File: config.mk
export PLATFORM = sky130hd
export DESIGN_NAME = duck_motion_ctl
export DESIGN_NICKNAME = d
export VERILOG_FILES = /design/src/rtl/duck_pkg.sv /design/src/rtl/duck_motion_ctl_lfsr16.sv /design/src/rtl/duck_motion_ctl.sv
export SDC_FILE = /design/constraint.sdc
export NUM_CORES = 1
export LEC_CHECK = 0
export BUFFER_PORTS_ARGS = -buffer_cell sky130_fd_sc_hd__buf_4
export CORE_MARGIN = 10
export CORE_UTILIZATION = 55
export DETAILED_ROUTE_END_ITERATION = 16
export GPL_TIMING_DRIVEN = 1
export MAX_ROUTING_LAYER = met4
export PLACE_DENSITY = 0.83
export SYNTH_ARGS = -nofsm -noshare
export SYNTH_HDL_FRONTEND = slang
export SYNTH_HIERARCHICAL = 1
export SYNTH_SLANG_ARGS = --single-unit
File: constraint.sdc
create_clock -name clk -period 2.8 [get_ports clk]
set_input_delay 0.28 -clock clk [delete_from_list [all_inputs] [get_ports clk]]
set_output_delay 0.28 -clock clk [all_outputs]
set_load 0.02 [all_outputs]
File: src/rtl/duck_pkg.sv
// Shared types and constants for the duck motion controller.
// Game logic and the sprite renderer import the hit box size from here.
package duck_pkg;

  typedef enum logic [2:0] {
    IDLE,
    SPAWN,
    FLYING,
    SHOT,
    FALLING,
    GONE
  } duck_state_t;

  localparam int DUCK_W = 96;
  localparam int DUCK_H = 60;

  localparam logic [15:0] LFSR_SEED = 16'hACE1;
  // x^16 + x^14 + x^13 + x^11 + 1
  localparam logic [15:0] LFSR_TAPS = 16'hB400;

  function automatic logic lfsr_fb(input logic [15:0] v);
    return ^(v & LFSR_TAPS);
  endfunction

endpackage

File: src/rtl/duck_motion_ctl_lfsr16.sv
// Free-running 16-bit Fibonacci LFSR used to randomise the spawn point.
// A maximal-length polynomial with a non-zero seed never reaches zero.
module lfsr16
  import duck_pkg::*;
(
  input  logic        clk,
  input  logic        rst,
  output logic [15:0] lfsr_o
);

  logic [15:0] lfsr_q;
  logic [15:0] lfsr_d;

  assign lfsr_d = {lfsr_q[14:0], lfsr_fb(lfsr_q)};

  always_ff @(posedge clk) begin
    if (rst) begin
      lfsr_q <= LFSR_SEED;
    end else begin
      lfsr_q <= lfsr_d;
    end
  end

  assign lfsr_o = lfsr_q;

endmodule

File: src/rtl/duck_motion_ctl.sv
// Duck flight controller: bounce flight, hit freeze, fall, hide, respawn.
// Drives the hit box top-left corner for game logic and the renderer.
module duck_motion_ctl
  import duck_pkg::*;
#(
  parameter int H_RES        = 1024,
  parameter int GROUND_Y     = 600,
  parameter int SKY_Y        = 40,
  parameter int MOVE_DIV     = 65_000,
  parameter int FLY_STEP     = 2,
  parameter int FALL_STEP    = 3,
  parameter int HIT_TICKS    = 500,
  parameter int FRAME_TICKS  = 100,
  parameter int SPAWN_X_BASE = 200
) (
  input  logic        clk,
  input  logic        rst,
  input  logic        game_enable,
  input  logic        hunt_start,
  input  logic        duck_killed,
  output logic [11:0] duck_xpos,
  output logic [11:0] duck_ypos,
  output logic        duck_dir,
  output logic [1:0]  duck_frame,
  output logic        duck_visible,
  output logic        duck_falling
);

  localparam int X_MAX = H_RES - DUCK_W;
  localparam int Y_MAX = GROUND_Y - DUCK_H;
  localparam int PW = $clog2(MOVE_DIV + 1);
  localparam int FW = $clog2(FRAME_TICKS + 1);
  localparam int HW = $clog2(HIT_TICKS + 1);

  localparam logic signed [12:0] X_MAX_S = 13'(X_MAX);
  localparam logic signed [12:0] Y_MAX_S = 13'(Y_MAX);
  localparam logic signed [12:0] SKY_S   = 13'(SKY_Y);
  localparam logic signed [12:0] STEP_S  = 13'(FLY_STEP);
  localparam logic signed [12:0] FALL_S  = 13'(FALL_STEP);
  localparam logic signed [12:0] BASE_S  = 13'(SPAWN_X_BASE);

  duck_state_t state_q, state_d;

  logic [PW-1:0] pre_q;
  logic [FW-1:0] fcnt_q, fcnt_d;
  logic [HW-1:0] hcnt_q, hcnt_d;
  logic [11:0]   x_q, x_d, y_q, y_d;
  logic          dir_q, dir_d, vup_q, vup_d;
  logic [1:0]    frame_q, frame_d;
  logic          vis_q, vis_d, fall_q, fall_d;
  logic          hunt_q, kill_q;

  logic          tick, hunt_rise, kill_rise;
  logic [15:0]   lfsr_w;
  logic          lfsr_unused;

  logic signed [12:0] x_s, y_s, nx, ny;
  logic signed [12:0] fly_x, fly_y, fall_y, spawn_x;
  logic               fly_dir, fly_vup, fall_land;

  lfsr16 u_lfsr (
    .clk    (clk),
    .rst    (rst),
    .lfsr_o (lfsr_w)
  );

  assign lfsr_unused = ^lfsr_w[15:10];

  assign tick      = (pre_q == '0);
  assign hunt_rise = hunt_start & ~hunt_q;
  assign kill_rise = duck_killed & ~kill_q;

  assign x_s = $signed({1'b0, x_q});
  assign y_s = $signed({1'b0, y_q});

  always_comb begin
    nx      = dir_q ? x_s + STEP_S : x_s - STEP_S;
    ny      = vup_q ? y_s - STEP_S : y_s + STEP_S;
    fly_x   = nx;
    fly_dir = dir_q;
    fly_y   = ny;
    fly_vup = vup_q;
    if (nx > X_MAX_S) begin
      fly_x   = X_MAX_S;
      fly_dir = ~dir_q;
    end else if (nx < 13'sd0) begin
      fly_x   = '0;
      fly_dir = ~dir_q;
    end
    if (ny > Y_MAX_S) begin
      fly_y   = Y_MAX_S;
      fly_vup = ~vup_q;
    end else if (ny < SKY_S) begin
      fly_y   = SKY_S;
      fly_vup = ~vup_q;
    end
    fall_y    = y_s + FALL_S;
    fall_land = (fall_y >= Y_MAX_S);
    spawn_x   = BASE_S + $signed({4'b0, lfsr_w[8:0]});
    if (spawn_x > X_MAX_S) begin
      spawn_x = X_MAX_S;
    end
  end

  always_comb begin
    state_d = state_q;
    x_d     = x_q;
    y_d     = y_q;
    dir_d   = dir_q;
    vup_d   = vup_q;
    frame_d = frame_q;
    fcnt_d  = fcnt_q;
    hcnt_d  = hcnt_q;
    vis_d   = vis_q;
    fall_d  = fall_q;
    if (!game_enable) begin
      state_d = IDLE;
      vis_d   = 1'b0;
      fall_d  = 1'b0;
    end else begin
      unique case (state_q)
        IDLE: begin
          vis_d  = 1'b0;
          fall_d = 1'b0;
          if (hunt_start) state_d = SPAWN;
        end
        SPAWN: begin
          x_d     = spawn_x[11:0];
          y_d     = Y_MAX_S[11:0];
          dir_d   = lfsr_w[9];
          vup_d   = 1'b1;
          frame_d = 2'd0;
          fcnt_d  = '0;
          vis_d   = 1'b1;
          fall_d  = 1'b0;
          state_d = FLYING;
        end
        FLYING: begin
          // A kill freezes the pre-tick position even if a bounce is due.
          if (kill_rise) begin
            state_d = SHOT;
            frame_d = 2'd3;
            fall_d  = 1'b1;
            hcnt_d  = '0;
          end else if (tick && hunt_start) begin
            x_d   = fly_x[11:0];
            y_d   = fly_y[11:0];
            dir_d = fly_dir;
            vup_d = fly_vup;
            if (fcnt_q == FW'(FRAME_TICKS - 1)) begin
              fcnt_d  = '0;
              frame_d = (frame_q == 2'd2) ? 2'd0 : frame_q + 2'd1;
            end else begin
              fcnt_d = fcnt_q + 1'b1;
            end
          end
        end
        SHOT: begin
          if (tick) begin
            if (hcnt_q == HW'(HIT_TICKS - 1)) begin
              state_d = FALLING;
            end else begin
              hcnt_d = hcnt_q + 1'b1;
            end
          end
        end
        FALLING: begin
          if (tick) begin
            if (fall_land) begin
              y_d     = Y_MAX_S[11:0];
              vis_d   = 1'b0;
              fall_d  = 1'b0;
              state_d = GONE;
            end else begin
              y_d = fall_y[11:0];
            end
          end
        end
        GONE: begin
          vis_d = 1'b0;
          if (hunt_rise) state_d = SPAWN;
        end
        default: state_d = IDLE;
      endcase
    end
  end

  always_ff @(posedge clk) begin
    if (rst) begin
      pre_q   <= PW'(MOVE_DIV - 1);
      state_q <= IDLE;
      x_q     <= BASE_S[11:0];
      y_q     <= Y_MAX_S[11:0];
      dir_q   <= 1'b1;
      vup_q   <= 1'b1;
      frame_q <= 2'd0;
      fcnt_q  <= '0;
      hcnt_q  <= '0;
      vis_q   <= 1'b0;
      fall_q  <= 1'b0;
      hunt_q  <= 1'b0;
      kill_q  <= 1'b0;
    end else begin
      pre_q   <= tick ? PW'(MOVE_DIV - 1) : pre_q - 1'b1;
      state_q <= state_d;
      x_q     <= x_d;
      y_q     <= y_d;
      dir_q   <= dir_d;
      vup_q   <= vup_d;
      frame_q <= frame_d;
      fcnt_q  <= fcnt_d;
      hcnt_q  <= hcnt_d;
      vis_q   <= vis_d;
      fall_q  <= fall_d;
      hunt_q  <= hunt_start;
      kill_q  <= duck_killed;
    end
  end

  assign duck_xpos    = x_q;
  assign duck_ypos    = y_q;
  assign duck_dir     = dir_q;
  assign duck_frame   = frame_q;
  assign duck_visible = vis_q;
  assign duck_falling = fall_q;

endmodule

Word level (Yosys, flattened, before mapping)

Cells that the tools add are included.

Bits in registers: 83
Bits in latches: 0
Input bits: 5
Output and inout port bits: 29
Memories kept: 0
Memory bits (writable): 0
Bits in read-only memories: 0
Logic and storage cells: 132

Shifts and indexed selects: 0
Multipliers: 0
Bitwise operators: 7
Div/mod/pow operators: 0
Mux-type cells: 51
Equality and inequality tests: 22
Order comparisons: 6
$add $sub $neg: 10
Reductions and logical operators: 22

Operators by type and width:

| cell                    | count |
|---|---|
| $mux W12                | 10 |
| $add A12 B2 Y13 const B | 3 |
| $pmux W12 S3            | 1 |
| $mux W9                 | 3 |
| $gt A13 B11 Y1 const B  | 2 |
| $mux W13                | 2 |
| $sub A12 B2 Y13 const B | 2 |
| $pmux W12 S2            | 1 |
| $mux W3                 | 7 |
| $mux W7                 | 3 |
| $ne A2 B2 Y1 const B    | 10 |
| $reduce_and A5 Y1       | 4 |
| $pmux W3 S6             | 1 |
| $pmux W9 S2             | 1 |
| $logic_not A16 Y1       | 1 |
| $reduce_xor A16 Y1      | 1 |
| $sub A16 B1 Y16 const B | 1 |
| $pmux W7 S2             | 1 |
| $ge A13 B11 Y1 const B  | 1 |
| $lt A13 B1 Y1 const B   | 1 |
| $lt A13 B7 Y1 const B   | 1 |
| $ne A3 B3 Y1 const B    | 4 |
| $reduce_and A4 Y1       | 3 |
| $mux W1                 | 11 |
| other kinds (25)        | 43 |

Longest topological paths before layout

Gate-level depths: netlist of the first run.

Depth in word-level cells: 8
Gate-level depth with buffers: 13

Cells and area by module

Netlist of the first run, hierarchy kept.

Modules (own cells, without submodules):

| module          | seq. area each (sq um) | cells an instance | area an instance (sq um) | instances |
|---|---|---|---|---|
| duck_motion_ctl | 1341.3                 | 626               | 4989.8                   | 1 |
| lfsr16          | 320.3                  | 51                | 566.8                    | 1 |

Worst setup path after synthesis of the first run

No wires, ideal clock.

Path type: register to register
From: register dir_q, in the netlist duck_dir
To: register dir_q, in the netlist duck_dir
Arrival time: 2.850 ns
Library setup time: 0.120 ns
Clock period less this slack: 2.969 ns
Stages on the path, launching flop included: 11
Buffers on the path: 1
Slack: -0.169 ns
Path through: dfxtp_1 > inv_1 > ha_1 > clkbuf_1 > o21ai_0 > and3_1 > a2111oi_4 > o2111ai_1 > nor3b_4 > nor4_1 > a211o_1

Longest elaborated chain between the ends: 6

Ends and longest elaborated chain:

| element                                   | line                                                                | RTL |
|---|---|---|
| start: declaration                        | duck_motion_ctl.sv:48                                               | `logic dir_q, dir_d, vup_q, vup_d;` |
| start signal: assignment                  | duck_motion_ctl.sv:208                                              | `dir_q <= dir_d;` |
| $mux W13 or $not A1 Y1 (tied branches)    | duck_motion_ctl.sv:77, duck_motion_ctl.sv:85, duck_motion_ctl.sv:88 |  |
| $gt A13 B11 Y1 or $mux W1 (tied branches) | duck_motion_ctl.sv:83, duck_motion_ctl.sv:86                        |  |
| $mux W1                                   | duck_motion_ctl.sv:83                                               | `if (nx > X_MAX_S) begin` |
| $mux W1                                   | duck_motion_ctl.sv:145                                              | `end else if (tick && hunt_start) begin` |
| $mux W1                                   | duck_motion_ctl.sv:140                                              | `if (kill_rise) begin` |
| $pmux W1 S2                               | duck_motion_ctl.sv:121                                              | `unique case (state_q)` |

Parallel ways exist; a longest one is shown, timed or not. The select of a mux whose other input is x is not followed.
A chain may end at the register's enable or synchronous reset.

Final worst setup path of the first run

From: register x_q[2], in the netlist duck_xpos[2]
To: register dir_q, in the netlist duck_dir

Longest elaborated chain between the ends: 7

Ends and longest elaborated chain:

| element                                            | line                   | RTL |
|---|---|---|
| start: declaration                                 | duck_motion_ctl.sv:47  | `logic [11:0] x_q, x_d, y_q, y_d;` |
| start signal: assignment                           | duck_motion_ctl.sv:192 | `x_q <= BASE_S[11:0];` |
| $sub A12 B2 Y13 or $add A12 B2 Y13 (tied branches) | duck_motion_ctl.sv:77  | `nx = dir_q ? x_s + STEP_S : x_s - STEP_S;` |
| $mux W13 *                                         | duck_motion_ctl.sv:77  |  |
| $gt A13 B11 Y1                                     | duck_motion_ctl.sv:83  |  |
| $mux W1                                            | duck_motion_ctl.sv:83  |  |
| $mux W1                                            | duck_motion_ctl.sv:145 |  |
| $mux W1                                            | duck_motion_ctl.sv:140 |  |
| $pmux W1 S2                                        | duck_motion_ctl.sv:121 |  |

Mark *: on every way between the ends. The rest lies on a longest branch, timed or not. The select of a mux whose other input is x is not followed.

==> summary.md, run 1 <==
| Metric | Value |
|---|---|
| CORE AREA | `9770 um2` |
| TritonCTS clock tree | `built` |
| Maximum number of pins on one net before global-route repair | `57` |
| Clock latency on the worst-skew pair | `0.37 ns` |
| MaxCap Viol Count | `0` |
| Crit path kind | `reg -> reg` |
| Worst-Margin Slew | `0.746 ns` |
| Outcome | `complete, but fails checks` |
| Final Cycle Share | `1.01` |
| Port Buffer Count | `33` |
| CTS Sinks | `83` |
| Overflow after GRT | `0` |
| # DRC | `0` |
| Commonest non-fill, non-tap cell in the layout | `buf_4` |
| RSZ-0062 raised after global routing | `true` |
| Final setup viols | `3` |
| Clock Path Buffers | `2` |
| Worst Hold Class | `in -> reg` |
| Cells after Synth | `672` |
| First-pass GRT wire length | `~23000 um` |
| Post-DR vias/cell | `6.01` |
| FF-to-FF path depth | `10` |
| Total Routing Usage GR | `0.193` |
| Max Freq | `352 MHz` |
| Final hold violations | `0` |
| Multi-input gate area | `a little under 4000 um2` |
| Antenna Cells | `0` |
| Most frequent cells in the layout | `buf_4 (94), dfxtp_1 (76), nand2_1 (64)` |
| Post-DP HPWL | `between 10000 and 15000 um` |
| FF-to-FF Start | `duck_xpos[2]` |
| Die span in x | `120 um` |
| CTS root buf | `clkbuf_8` |
| Synth Cell Area | `5520 um2` |
| R2r endpoint | `duck_dir` |
| FILL cells | `752` |
| Initial antenna violation count | `0` |
| Crit start category | `flop` |
| Row Count | `36` |
| Met2 global-route usage | `0.307` |
| Post-layout util | `0.685` |
| Max VDD drop | `about 0.32 mV` |
| Final Power | `2.58 mW` |
| Highest fanout seen on the critical path | `4` |
| CP Capture Point | `duck_dir` |
| Gpl congestion | `0.988` |
| Chip height | `120 um` |
| Initial DRC count | `419` |
| DR pass1 iterations | `6` |
| Yosys warning count | `6` |
| Syn nets | `706` |
| CP startpoint | `duck_xpos[2]` |
| CTS HTree Levels | `3` |
| Final #Nets | `770` |
| R2R Setup Slk | `-0.04 ns` |
| Area grow syn2layout | `21.4%` |
| Worst setup margin | `-0.0375 ns` |
| Tmin final | `about 2.8 ns` |
| Clk pin slew, worst setup/hold paths | `0.09 ns` |
| Failing checks | `setup timing` |
| Final WL | `14300 um` |
| Syn avg cell area | `8.21 um2` |
| Slew headroom | `0.501` |
| WP data arrival | `3.10 ns` |
| IO Pins | `34` |
| Most used routing layer | `met2` |
| Cts-stage hold buffer count | `0` |
| Starting Density | `0.565` |
| Layout Skew | `about 0.014 ns` |
| Vias after detailed routing | `about 5200` |
| Met1 Use GR | `0.250` |
| Detail Route Antenna Nets | `0` |
| Pins Over Slew Limit | `0` |
| Wire per inst | `16.4 um` |
| CP endpoint kind | `flop` |
| Setup TNS | `-0.0567 ns` |
| Reg area | `roughly 1700 um2` |
| Layout cells sized above 1 | `0.255` |
| Hold depth | `2` |
| CTS Buf Count | `9` |
| Critical Path RT | `3.06 ns` |
| Pleak | `2.57 nW` |
| Met3 GRT Util | `0.0312` |
| Die area | `14400 um2` |
| Vias in the first global route | `~5000` |
| PD cells | `just under 400 nW/um2` |
sequential cells by signal, indices dropped and copies added, names as in the netlist:
| register | count |
|---|---|
| duck_dir | 1 |
| duck_falling | 1 |
| duck_frame | 2 |
| duck_visible | 1 |
| duck_xpos | 12 |
| duck_ypos | 12 |
| fcnt_q | 7 |
| hcnt_q | 9 |
| hunt_q | 1 |
| kill_q | 1 |
| pre_q | 16 |
| state_q | 3 |
| u_lfsr/lfsr_o | 16 |
| vup_q | 1 |
power breakdown:
part           internal, mW  leakage [nW]  switching [mW]  total (mW)
Sequential             1.21         0.678          0.0279        1.24
Clock                 0.365        0.0934           0.478       0.842
Combinational         0.221          1.80           0.274       0.495
through the flow:
| stage | area (um2) | worst slack (ns) | hold WS, ns | cells |
|---|---|---|---|---|
| floorplan | 5530 | -0.00657 | 0.352 | 672 |
| global placement | 6060 | -0.0128 | 0.389 | 844 |
| detailed placement | 6060 | -0.109 | 0.401 | 844 |
| CTS | 6340 | -0.0391 | 0.148 | 861 |
| global route | 6700 | -0.138 | 0.166 | 874 |
| finish | 6700 | -0.0375 | 0.152 | 874 |
area by class of cell:
cell class / instances / share of cell area
Timing Repair Buffer: 96 / 0.109
Tap cell: 133 / 0.0248
Clock inverter: 6 / 0.00822
Clock buffer: 10 / 0.0205
Multi-Input combinational cell: 528 / 0.576
Sequential cell: 83 / 0.250
Inverter: 18 / 0.0108
layer usage:
layer  vias to the layer above  part of all wire
met4                         0             0.010
met2                       190              0.50
met3                        21             0.053
met1                      2490              0.44
li1                       2548                 -
met5                         -                 0
critical path: stages, from the launching register on:
cell and delay (ns):
dfxtp_2 0.34, inv_2 0.05, fa_2 0.46, nor2b_4 0.16, o2111ai_2 0.17, a32oi_2 0.30
xnor2_2 0.13, nor4_4 0.45, nor3b_2 0.15, a211o_1 0.24, a211o_1 0.28
repair_timing:
item / in CTS / in global routing
buffers inserted: 0 / 13
pin swaps: 4 / 22
gates cloned: 1 / 0
setup endpoints to repair: 11 / 18
gates resized for setup: 13 / 58
worst min path at each step:
| stage | start | slack [ns] | end |
|---|---|---|---|
| 2_1_floorplan | rst | 0.35 | u_lfsr/lfsr_o[14] |
| 3_3_place_gp | u_lfsr/lfsr_o[14] | 0.39 | u_lfsr/lfsr_o[15] |
| 3_5_place_dp | pre_q[0] | 0.40 | pre_q[0] |
| 4_1_cts | duck_killed | 0.15 | kill_q |
| 5_1_grt | duck_killed | 0.17 | kill_q |
| 6_report | duck_killed | 0.15 | kill_q |
No activity file was read; power rests on OpenSTA's default activity.
==> run 2: changes to the inputs <==
--- a/config.mk
+++ b/config.mk
@@ -8,10 +8,12 @@
 export BUFFER_PORTS_ARGS = -buffer_cell sky130_fd_sc_hd__buf_4
 export CORE_MARGIN = 10
 export CORE_UTILIZATION = 55
+export CTS_CLUSTER_DIAMETER = 80
 export DETAILED_ROUTE_END_ITERATION = 16
 export GPL_TIMING_DRIVEN = 1
 export MAX_ROUTING_LAYER = met4
 export PLACE_DENSITY = 0.83
+export REMOVE_ABC_BUFFERS = 1
 export SYNTH_ARGS = -nofsm -noshare
 export SYNTH_HDL_FRONTEND = slang
 export SYNTH_HIERARCHICAL = 1
==> summary.md, run 2 (synthesis gave the netlist of run 1 again) <==
| Metric | Value |
|---|---|
| Outcome | `complete, but fails checks` |
| Failing checks | `setup timing` |
| CP startpoint | `duck_dir` |
| Total Routing Usage GR | `0.196` |
| Crit path kind | `reg -> reg` |
| Post-DR vias/cell | `~6` |
| WP data arrival | `3.16 ns` |
| Starting Density | `0.565` |
| Final Power | `around 2.6 mW` |
| Vias after detailed routing | `5377` |
| Final #Nets | `792` |
| Cts-stage hold buffer count | `0` |
| Layout cells sized above 1 | `0.271` |
| TritonCTS clock tree | `built` |
| R2R Setup Slk | `-0.10 ns` |
| CORE AREA | `slightly below 10000 um2` |
| CTS Sinks | `83` |
| Vias in the first global route | `5019` |
| Chip height | `roughly 120 um` |
| CTS Buf Count | `9` |
| Worst-Margin Slew | `roughly 0.74 ns` |
| Layout Skew | `0.0148 ns` |
| Max VDD drop | `0.404 mV` |
| Die span in x | `120 um` |
| Final WL | `~15000 um` |
| Critical Path RT | `3.06 ns` |
| Worst Hold Class | `in -> reg` |
| RSZ-0062 raised after global routing | `true` |
| CTS root buf | `clkbuf_8` |
| Clock latency on the worst-skew pair | `0.36 ns` |
| CTS HTree Levels | `3` |
| Commonest non-fill, non-tap cell in the layout | `buf_4` |
| FF-to-FF path depth | `10` |
| Detail Route Antenna Nets | `0` |
| Post-layout util | `0.705` |
| Wire per inst | `approximately 17 um` |
| Post-DP HPWL | `10300 um` |
| DR pass1 iterations | `7` |
| CP endpoint kind | `flop` |
| PD cells | `383 nW/um2` |
| Pins Over Slew Limit | `0` |
| Crit start category | `flop` |
| MaxCap Viol Count | `0` |
| R2r endpoint | `duck_dir` |
| FF-to-FF Start | `duck_dir` |
| Setup TNS | `-0.165 ns` |
| First-pass GRT wire length | `23600 um` |
| Highest fanout seen on the critical path | `9` |
| Max Freq | `about 340 MHz` |
| Clock Path Buffers | `2` |
| Pleak | `2.65 nW` |
| Tmin final | `between 2 and 3 ns` |
| Final Cycle Share | `1.04` |
| Slew headroom | `0.505` |
| # DRC | `0` |
| Most frequent cells in the layout | `buf_4 (112), dfxtp_1 (78), nand2_1 (64)` |
| CP Capture Point | `duck_dir` |
| Cells after DPL | `865` |
| Antenna Cells | `0` |
| FILL cells | `770` |
| Area grow syn2layout | `24.9%` |
| Gpl congestion | `0.919` |
| IO Pins | `34` |
| Clk pin slew, worst setup/hold paths | `0.10 ns` |
| Initial DRC count | `between 400 and 500` |
| Initial antenna violation count | `0` |
| Final hold violations | `0` |
| Port Buffer Count | `33` |
| Final setup viols | `3` |
| Maximum number of pins on one net before global-route repair | `57` |
| Worst setup margin | `-0.103 ns` |
| Row Count | `36` |
| Final std cells w/o fill | `896` |
| Die area | `14400 um2` |
| Overflow after GRT | `0` |
-- run 2: area by class of cell --
type,instances,area [um2],area share
Inverter,18,70.1,0.0102
Clock inverter,7,66.3,0.00962
Sequential cell,83,1670,0.243
Clock buffer,9,124,0.0180
Multi-Input combinational cell,528,3890,0.564
Tap cell,133,166,0.0241
Timing Repair Buffer,118,902,0.131
-- run 2: timing repair --
action,in CTS,in global routing
gates resized for setup,21,55
setup endpoints to repair,15,22
setup buffers,3,10
cloned,1,1
pin swaps,4,31
-- run 2: worst max-delay path: stages, from the launching register on --
cell      delay, ns
dfxtp_4        0.39
inv_4          0.07
ha_1           0.29
a21o_1         0.22
a31o_2         0.27
o211ai_1       0.22
nand3b_1       0.18
nor4_4         0.47
nor3b_2        0.15
a211o_1        0.29
a211o_1        0.25
-- run 2: where the power goes --
| group | switching [mW] | internal [mW] |
|---|---|---|
| sequential | 0.0299 | 1.21 |
| clock | 0.504 | 0.347 |
| combinational | 0.296 | 0.245 |
| total | 0.830 | 1.81 |
-- run 2: routing by layer --
metal  GRT usage  share of wire  vias up
met2       0.325           0.51      180
li1            -              -     2609
met1       0.243           0.43     2561
met3      0.0358          0.056       27
met5           -              0        -
met4      0.0498          0.012        0
-- run 2: stage by stage --
step                      hold WS (ns)  cell area, um2  setup WS (ns)
final                            0.149            6890         -0.103
after global routing             0.161            6890         -0.232
after CTS                        0.146            6520        0.00156
after detailed placement         0.409            6210         -0.206
after global placement           0.392            6210         -0.109
after floorplan                  0.345            5260         -0.140
-- run 2: how the worst min path moves through the flow --
| stage | cells past startpoint | slack, ns | endpoint | start |
|---|---|---|---|---|
| floorplan | 1 | 0.34 | duck_xpos[1] | rst |
| global placement | 1 | 0.39 | u_lfsr/lfsr_o[15] | u_lfsr/lfsr_o[14] |
| detailed placement | 1 | 0.41 | pre_q[0] | pre_q[0] |
| CTS | 2 | 0.15 | kill_q | duck_killed |
| global route | 2 | 0.16 | kill_q | duck_killed |
| finish | 2 | 0.15 | kill_q | duck_killed |
